===== src/rtl/upower_pkg.sv =====
// Shared uPOWER definitions: opcodes, ALU op codes, FSM states, load sizes.
package upower_pkg;

    // Primary opcodes (instr[31:26]) handled by the load path
    localparam logic [5:0] OP_LD  = 6'd58;
    localparam logic [5:0] OP_LWZ = 6'd32;
    localparam logic [5:0] OP_LBZ = 6'd34;

    // ALU_64 operation select
    localparam logic [3:0] ALU_OP_AND = 4'b0000;
    localparam logic [3:0] ALU_OP_OR  = 4'b0001;
    localparam logic [3:0] ALU_OP_ADD = 4'b0010;
    localparam logic [3:0] ALU_OP_SUB = 4'b0110;

    // Load FSM states; encoding is visible on the debug state port
    typedef enum logic [2:0] {
        IDLE = 3'd0,
        ADDR = 3'd1,
        MEM  = 3'd2,
        WB   = 3'd3,
        ERR  = 3'd4
    } state_t;

    // Access size: doubleword, word, byte
    typedef enum logic [1:0] {
        SZ_D = 2'd0,
        SZ_W = 2'd1,
        SZ_B = 2'd2
    } size_t;

    // D-form / DS-form instruction layout
    typedef struct packed {
        logic [5:0]  op;
        logic [4:0]  rt;
        logic [4:0]  ra;
        logic [15:0] d;
    } dform_t;

    // Natural-alignment check: doublewords on 8, words on 4, bytes anywhere
    function automatic logic misaligned(input size_t sz, input logic [2:0] ea_lo);
        logic r;
        case (sz)
            SZ_D:    r = (ea_lo != 3'b000);
            SZ_W:    r = (ea_lo[1:0] != 2'b00);
            default: r = 1'b0;
        endcase
        return r;
    endfunction

endpackage


===== src/rtl/ALU_64.sv =====
// Small combinational ALU; the load path only uses it as the EA adder.
module ALU_64
    import upower_pkg::*;
#(
    parameter int N = 64
) (
    input  logic [N-1:0] i_a,
    input  logic [N-1:0] i_b,
    input  logic [3:0]   i_op,
    output logic [N-1:0] o_result
);

    // Operation select; add/sub wrap modulo 2^N with carry discarded
    always_comb begin
        o_result = '0;
        case (i_op)
            ALU_OP_AND: o_result = i_a & i_b;
            ALU_OP_OR:  o_result = i_a | i_b;
            ALU_OP_ADD: o_result = i_a + i_b;
            ALU_OP_SUB: o_result = i_a - i_b;
            default:    o_result = '0;
        endcase
    end

endmodule


===== src/rtl/load_align.sv =====
// Big-endian extraction of a doubleword, word or byte from a memory doubleword,
// zero-extended to N bits. Byte k of the doubleword lives at bits [N-1-8k -: 8].
module load_align
    import upower_pkg::*;
#(
    parameter int N = 64
) (
    input  logic [N-1:0] i_word,
    input  logic [2:0]   i_off,
    input  size_t        i_size,
    output logic [N-1:0] o_data
);

    logic [7:0] w_byte;

    // Byte lane select: offset 0 is the most significant byte
    always_comb begin
        w_byte = 8'h00;
        case (i_off)
            3'd0: w_byte = i_word[N-1    -: 8];
            3'd1: w_byte = i_word[N-1-8  -: 8];
            3'd2: w_byte = i_word[N-1-16 -: 8];
            3'd3: w_byte = i_word[N-1-24 -: 8];
            3'd4: w_byte = i_word[N-1-32 -: 8];
            3'd5: w_byte = i_word[N-1-40 -: 8];
            3'd6: w_byte = i_word[N-1-48 -: 8];
            3'd7: w_byte = i_word[N-1-56 -: 8];
            default: w_byte = 8'h00;
        endcase
    end

    // Size select and zero extension; offset bit 2 picks the word half
    always_comb begin
        o_data = i_word;
        case (i_size)
            SZ_D: o_data = i_word;
            SZ_W: o_data = i_off[2] ? {{(N-32){1'b0}}, i_word[31:0]}
                                    : {{(N-32){1'b0}}, i_word[N-1 -: 32]};
            SZ_B: o_data = {{(N-8){1'b0}}, w_byte};
            default: o_data = i_word;
        endcase
    end

endmodule


===== src/rtl/load_unit.sv =====
// Multi-cycle uPOWER load datapath (ld / lwz / lbz).
// Flow: IDLE -accept-> ADDR (read RA, form EA, check) -> MEM (read) -> WB (write RT).
// Illegal opcode, misalignment or memory timeout go to ERR for a one-cycle err pulse.
//
// Memory handshake: mem_read is the request and is held high, with mem_addr stable,
// from the first MEM cycle until a clock edge at which mem_ready is sampled high;
// mem_rdata is taken on that same edge. mem_ready on the first MEM cycle is honoured.
// If mem_ready has not been seen after TIMEOUT MEM cycles the request is dropped.
module load_unit
    import upower_pkg::*;
#(
    parameter int N       = 64,
    parameter int TIMEOUT = 16
) (
    input  logic         clk,
    input  logic         rst,
    input  logic         start,
    input  logic [31:0]  instruction,
    output logic         busy,
    output logic         done,
    output logic         err,
    output logic [4:0]   rf_ra_addr,
    input  logic [N-1:0] rf_ra_data,
    output logic         rf_we,
    output logic [4:0]   rf_wa,
    output logic [N-1:0] rf_wd,
    output logic [N-1:0] mem_addr,
    output logic         mem_read,
    input  logic [N-1:0] mem_rdata,
    input  logic         mem_ready,
    output logic [2:0]   o_dbg_state
);

    localparam int CW = $clog2(TIMEOUT + 1);

    state_t        r_state;
    state_t        w_next;
    dform_t        r_instr;
    logic [2:0]    r_ea_lo;
    logic [CW-1:0] r_cnt;

    logic          r_busy;
    logic          r_done;
    logic          r_err;
    logic          r_mem_read;
    logic          r_rf_we;
    logic [4:0]    r_rf_ra_addr;
    logic [4:0]    r_rf_wa;
    logic [N-1:0]  r_rf_wd;
    logic [N-1:0]  r_mem_addr;

    size_t         w_size;
    logic          w_illegal;
    logic          w_misalign;
    logic [N-1:0]  w_disp;
    logic [N-1:0]  w_base;
    logic [N-1:0]  w_ea;
    logic [N-1:0]  w_load_data;

    // Decode captured instruction: access size, legality and sign-extended displacement
    always_comb begin
        w_size    = SZ_D;
        w_illegal = 1'b0;
        w_disp    = {{(N-16){r_instr.d[15]}}, r_instr.d};
        case (r_instr.op)
            OP_LD: begin
                // DS-form: low two bits are the extended opcode, 00 selects ld
                w_size    = SZ_D;
                w_illegal = (r_instr.d[1:0] != 2'b00);
                w_disp    = {{(N-16){r_instr.d[15]}}, r_instr.d[15:2], 2'b00};
            end
            OP_LWZ:  w_size = SZ_W;
            OP_LBZ:  w_size = SZ_B;
            default: w_illegal = 1'b1;
        endcase
    end

    // RA field of zero means literal base 0, not register 0
    assign w_base = (r_instr.ra == 5'd0) ? '0 : rf_ra_data;

    ALU_64 #(.N(N)) u_ea_adder (
        .i_a      (w_base),
        .i_b      (w_disp),
        .i_op     (ALU_OP_ADD),
        .o_result (w_ea)
    );

    assign w_misalign = misaligned(w_size, w_ea[2:0]);

    load_align #(.N(N)) u_align (
        .i_word (mem_rdata),
        .i_off  (r_ea_lo),
        .i_size (w_size),
        .o_data (w_load_data)
    );

    // State register
    always_ff @(posedge clk) begin
        if (!rst) begin
            r_state <= IDLE;
        end else begin
            r_state <= w_next;
        end
    end

    // Next-state logic
    always_comb begin
        w_next = r_state;
        case (r_state)
            IDLE: begin
                if (start && !r_busy) begin
                    w_next = ADDR;
                end
            end
            ADDR: w_next = (w_illegal || w_misalign) ? ERR : MEM;
            MEM: begin
                if (mem_ready) begin
                    w_next = WB;
                end else if (r_cnt == CW'(TIMEOUT - 1)) begin
                    w_next = ERR;
                end
            end
            WB:      w_next = IDLE;
            ERR:     w_next = IDLE;
            default: w_next = IDLE;
        endcase
    end

    // Registered outputs follow the state being entered, so they align with it
    always_ff @(posedge clk) begin
        if (!rst) begin
            r_busy       <= 1'b0;
            r_done       <= 1'b0;
            r_err        <= 1'b0;
            r_mem_read   <= 1'b0;
            r_rf_we      <= 1'b0;
            r_rf_ra_addr <= '0;
            r_rf_wa      <= '0;
            r_rf_wd      <= '0;
            r_mem_addr   <= '0;
            r_instr      <= '0;
            r_ea_lo      <= '0;
            r_cnt        <= '0;
        end else begin
            r_busy     <= (w_next != IDLE);
            r_done     <= (w_next == WB);
            r_rf_we    <= (w_next == WB);
            r_err      <= (w_next == ERR);
            r_mem_read <= (w_next == MEM);

            if (r_state == IDLE && w_next == ADDR) begin
                r_instr      <= instruction;
                r_rf_ra_addr <= instruction[20:16];
            end

            if (r_state == ADDR && w_next == MEM) begin
                r_ea_lo    <= w_ea[2:0];
                r_mem_addr <= {w_ea[N-1:3], 3'b000};
            end

            // Counts completed MEM cycles of the current request
            if (r_state == MEM && w_next == MEM) begin
                r_cnt <= r_cnt + 1'b1;
            end else begin
                r_cnt <= '0;
            end

            if (r_state == MEM && w_next == WB) begin
                r_rf_wa <= r_instr.rt;
                r_rf_wd <= w_load_data;
            end
        end
    end

    assign busy        = r_busy;
    assign done        = r_done;
    assign err         = r_err;
    assign mem_read    = r_mem_read;
    assign mem_addr    = r_mem_addr;
    assign rf_we       = r_rf_we;
    assign rf_wa       = r_rf_wa;
    assign rf_wd       = r_rf_wd;
    assign rf_ra_addr  = r_rf_ra_addr;
    assign o_dbg_state = r_state;

endmodule


===== config.mk =====
export PLATFORM = sky130hd
export DESIGN_NAME = load_unit
export DESIGN_NICKNAME = d
export VERILOG_FILES = /design/src/rtl/upower_pkg.sv /design/src/rtl/ALU_64.sv /design/src/rtl/load_align.sv /design/src/rtl/load_unit.sv
export SDC_FILE = /design/constraint.sdc
export NUM_CORES = 1
export LEC_CHECK = 0
export BUFFER_PORTS_ARGS = -buffer_cell sky130_fd_sc_hd__buf_2
export CAP_MARGIN = 5
export CORE_AREA = 10 10 165 167
export CTS_CLUSTER_SIZE = 28
export DETAILED_ROUTE_END_ITERATION = 16
export DIE_AREA = 0 0 175 177
export GPL_TIMING_DRIVEN = 0
export PLACE_DENSITY = 0.87
export SLEW_MARGIN = 20
export SYNTH_ARGS = -nofsm -noshare
export SYNTH_HDL_FRONTEND = slang
export SYNTH_SLANG_ARGS = --single-unit

===== constraint.sdc =====
create_clock -name clk -period 4.7 [get_ports clk]
set_clock_uncertainty 0.1 [all_clocks]
set_input_delay 0.94 -clock clk [delete_from_list [all_inputs] [get_ports clk]]
set_output_delay 0.94 -clock clk [all_outputs]
set_load 0.02 [all_outputs]

==> flow_metrics.py <==
metrics = {
    "run_status": {
        "status": "finished, final reports clean",
    },
    "yosys": {
        "synth_cell_type_count": 71,
        "ys_seq_area_share_pct": 30.85,
        "yosysWarnings": 0,
        "synth-edff-count": 0,
        "netlist_area_um2": 11490,
        "ys_ff_latch": 177,
        "avgSynthCellArea_um2": 7.335,
        "synthArstFlopShare_pct": 0,
        "synthFlopType": "dfxtp_1",
        "synthCells": 1566,
    },
    "placed_design": {
        "dp_hpwl_mm": 35.60,
        "place.port_buffers": 306,
        "dp_cells": 2199,
        "place_ws_ps": -905.0,
        "place.gp.congestion": 1.010,
    },
    "die": {
        "ios": 310,
        "core_um2": 23960,
        "die_x_um": 175,
        "start_util_pct": 47.94,
        "die_h_um": 177,
        "dieArea_um2": 30980,
        "rows": 57,
    },
    "sta": {
        "fin_tns_setup_ps": 0,
        "post-route-period-util_pct": 99.07,
        "hold_viol_final": 0,
        "maxClockFrequency_mhz": 214.8,
        "whs_ps": 353.3,
        "tightest_slew_ps": 961.3,
        "setup_slack_ps": 43.80,
        "finalMaxSlewViolations": 0,
        "rsz0062_at_grt": "yes",
        "setup_viol": 0,
        "finalCriticalPeriod_ps": 4656,
        "slew_headroom_pct": 35.91,
    },
    "cts": {
        "root_buffer": "clkbuf_16",
        "tritoncts": "done",
        "clock_latency_ps": 430,
        "htree_levels": 4,
        "cts.sinks": 177,
        "cts_buffers": 17,
        "clockBufferDepth": 2,
        "clkTransAtPathRegs_ps": 80,
    },
    "route": {
        "drtAntennaViolNets": 0,
        "avgViaCountPerCell": 5.792,
        "num_vias": 13000,
        "routedWlPerCell_um": 20.07,
        "wirelength_mm": 45.06,
        "drc": 0,
        "drt_iter0_drc": 1281,
        "dr.pass1.iters": 6,
    },
    "critical_path": {
        "worst-r2r-setup-slack_ps": 40,
        "r2r_end": "mem_addr[58]",
        "r2r_cells": 15,
        "cp.required_ps": 4970,
        "crit_end": "mem_addr[58]",
        "cp-start-kind": "flop",
        "critPathMaxFanout": 8,
        "rr_startpoint": "rf_ra_addr[2]",
        "crit_type": "reg -> reg",
        "worstPathArrival_ps": 4930,
        "critical_path.endpoint_type": "flop",
        "startpoint": "rf_ra_addr[2]",
    },
    "cells_and_area": {
        "fillers": 2244,
        "fin_nets": 2140,
        "area_growth_pct": 25.16,
        "drive_gt1_share_pct": 22.77,
        "fin_cells": 2245,
    },
    "power": {
        "leakagePower_nw": 6.260,
        "p_total_mw": 4.267,
        "pwr_density_cell_nw_per_um2": 296.8,
        "vdd_drop_max_mv": 0.1909,
    },
    "global_routing": {
        "grt_max_degree": 33,
        "grt-ovfl-total": 0,
        "grt_pass1_wl_mm": 68.20,
        "grt_usage_pct": 27.28,
        "grt_antenna_before_repair": 1,
        "grt_pass1_vias": 12510,
    },
    "run": {
        "drv_cap": 0,
    },
    "worst_hold_path": {
        "min_path_type": "reg -> reg",
    },
}
-- layout make-up --
| class | instances | area, µm² | area share (%) |
|---|---|---|---|
| repair buffers | 326 | 1694 | 11.78 |
| plain buffers | 103 | 536.8 | 3.733 |
| diodes | 2 | 5.005 | 0.03481 |
| well taps | 324 | 405.4 | 2.820 |
| flip-flops and latches | 177 | 3547 | 24.67 |
| clock buffers | 17 | 425.4 | 2.959 |
| clock inverters | 15 | 190.2 | 1.323 |
| inverters | 38 | 142.6 | 0.9921 |
| multi-input cells | 1243 | 7431 | 51.68 |
-- cells in the final DEF, fill, tap and decap left out, drive strengths merged, types with 4 or more instances in the layout --
master and n:
a22o 7, or4 5, o211ai 15, or3 8, o22ai 5, o21ai 65
xor2 18, a31oi 16, nand3 62, xnor2 38, and3 11, a211oi 10
and2 4, o221ai 6, nor2b 76, a221oi 11, dfxtp 177, buf 348
ha 69, nand2b 4, mux4 4, nand2 311, o31ai 5, clkbuf 97
nor2 88, inv 45, o21bai 14, nand4 15, mux2i 22, a21oi 261
o21a 8, nor3 19, clkinv 6, a21o 31
-- how the worst min path moves through the flow --
stage                     cells past startpoint    startpoint  slack, ps           end
after floorplan                               1      r_cnt[0]        320      r_cnt[0]
after global placement                        1      r_cnt[0]        330      r_cnt[0]
after detailed placement                      2     rf_wd[54]        340     rf_wd[54]
after CTS                                     2     rf_wd[54]        350     rf_wd[54]
after global routing                          2     rf_wd[49]        370     rf_wd[49]
final                                         2  mem_addr[59]        350  mem_addr[59]
-- sequential cells by signal (all words and copies together), names as in the netlist, 3 cells and up --
name and cells:
r_cnt 5, o_dbg_state 3, r_ea_lo 3, mem_addr 61, r_instr 27, rf_ra_addr 5, rf_wd 64, rf_wa 5
-- per-layer routing --
metal	global-route usage [%]	part of all wire, %
met2	45.87	47
met4	10.46	3.6
met3	6.230	8.7
met5	0	0
met1	33.33	41
-- power breakdown --
part / leakage [nW] / switching (mW) / internal (mW) / total [mW]
sequential: 1.43 / 0.0280 / 1.53 / 1.56
clock: 0.299 / 0.722 / 0.771 / 1.49
combinational: 4.53 / 0.740 / 0.477 / 1.22
-- critical path, stage by stage (launching register included) --
cell	delay [ps]
dfxtp_2	330
or4_4	550
nor2_4	220
buf_8	160
nor2b_2	50
ha_1	370
nand2_4	90
or4_4	540
or3b_4	420
nand3_4	110
a32o_2	240
o21ai_4	90
o41a_1	480
o31a_1	340
or4_1	410
nand3_1	80
-- cell families after synthesis --
kind of cell | synth area share, %
other cells | 0.03264
flops | 30.85
mux | 2.701
fa+ha+maj | 7.690
xor+xnor | 4.270
buf+inv | 5.958
simple gates | 24.00
compound gates | 24.51
-- cell usage after synthesis (4+ instances only) --
cell	count	area share (%)
a21o_2	4	0.30
buf_6	5	0.49
xnor2_1	38	2.9
clkbuf_1	83	2.7
a21oi_1	261	11
a221oi_1	11	0.84
o22ai_1	5	0.27
o21bai_1	14	0.91
a22o_1	7	0.53
buf_4	11	0.72
or3_1	8	0.44
a21o_1	27	1.8
dfxtp_1	177	31
xor2_1	18	1.4
nor2_1	88	2.9
mux2i_1	22	1.9
o211ai_1	15	0.98
o21ai_0	63	2.7
nand2b_1	4	0.22
nand2_1	311	10
a31oi_1	16	0.87
o21a_1	8	0.52
ha_1	69	7.5
o31ai_1	5	0.33
and3_1	9	0.49
nand4_1	14	0.76
o221ai_1	6	0.46
buf_1	4	0.13
inv_1	37	1.2
nand3_1	61	2.7
and2_1	4	0.22
nor3_1	19	0.83
a211oi_1	10	0.65
nor2b_1	76	4.1
mux4_2	4	0.78
-- what timing repair did --
| action | in CTS | in global routing |
|---|---|---|
| hold buffers | 0 | 0 |
| pin swaps | 6 | 16 |
| endpoints found under the setup margin | 71 | 29 |
| resized for setup | 22 | 34 |
| setup buffers | 8 | 11 |
| hold endpoints to repair | 0 | 0 |
-- through the flow --
| stage | util [%] | area, µm² |
|---|---|---|
| after global placement | 56.06 | 13430 |
| after floorplan | - | 11500 |
| after global routing | 59.98 | 14370 |
| after CTS | 59.27 | 14200 |
| after detailed placement | 56.15 | 13460 |
| final | 60.00 | 14380 |
Note: power is estimated with default switching activity, not from simulation.
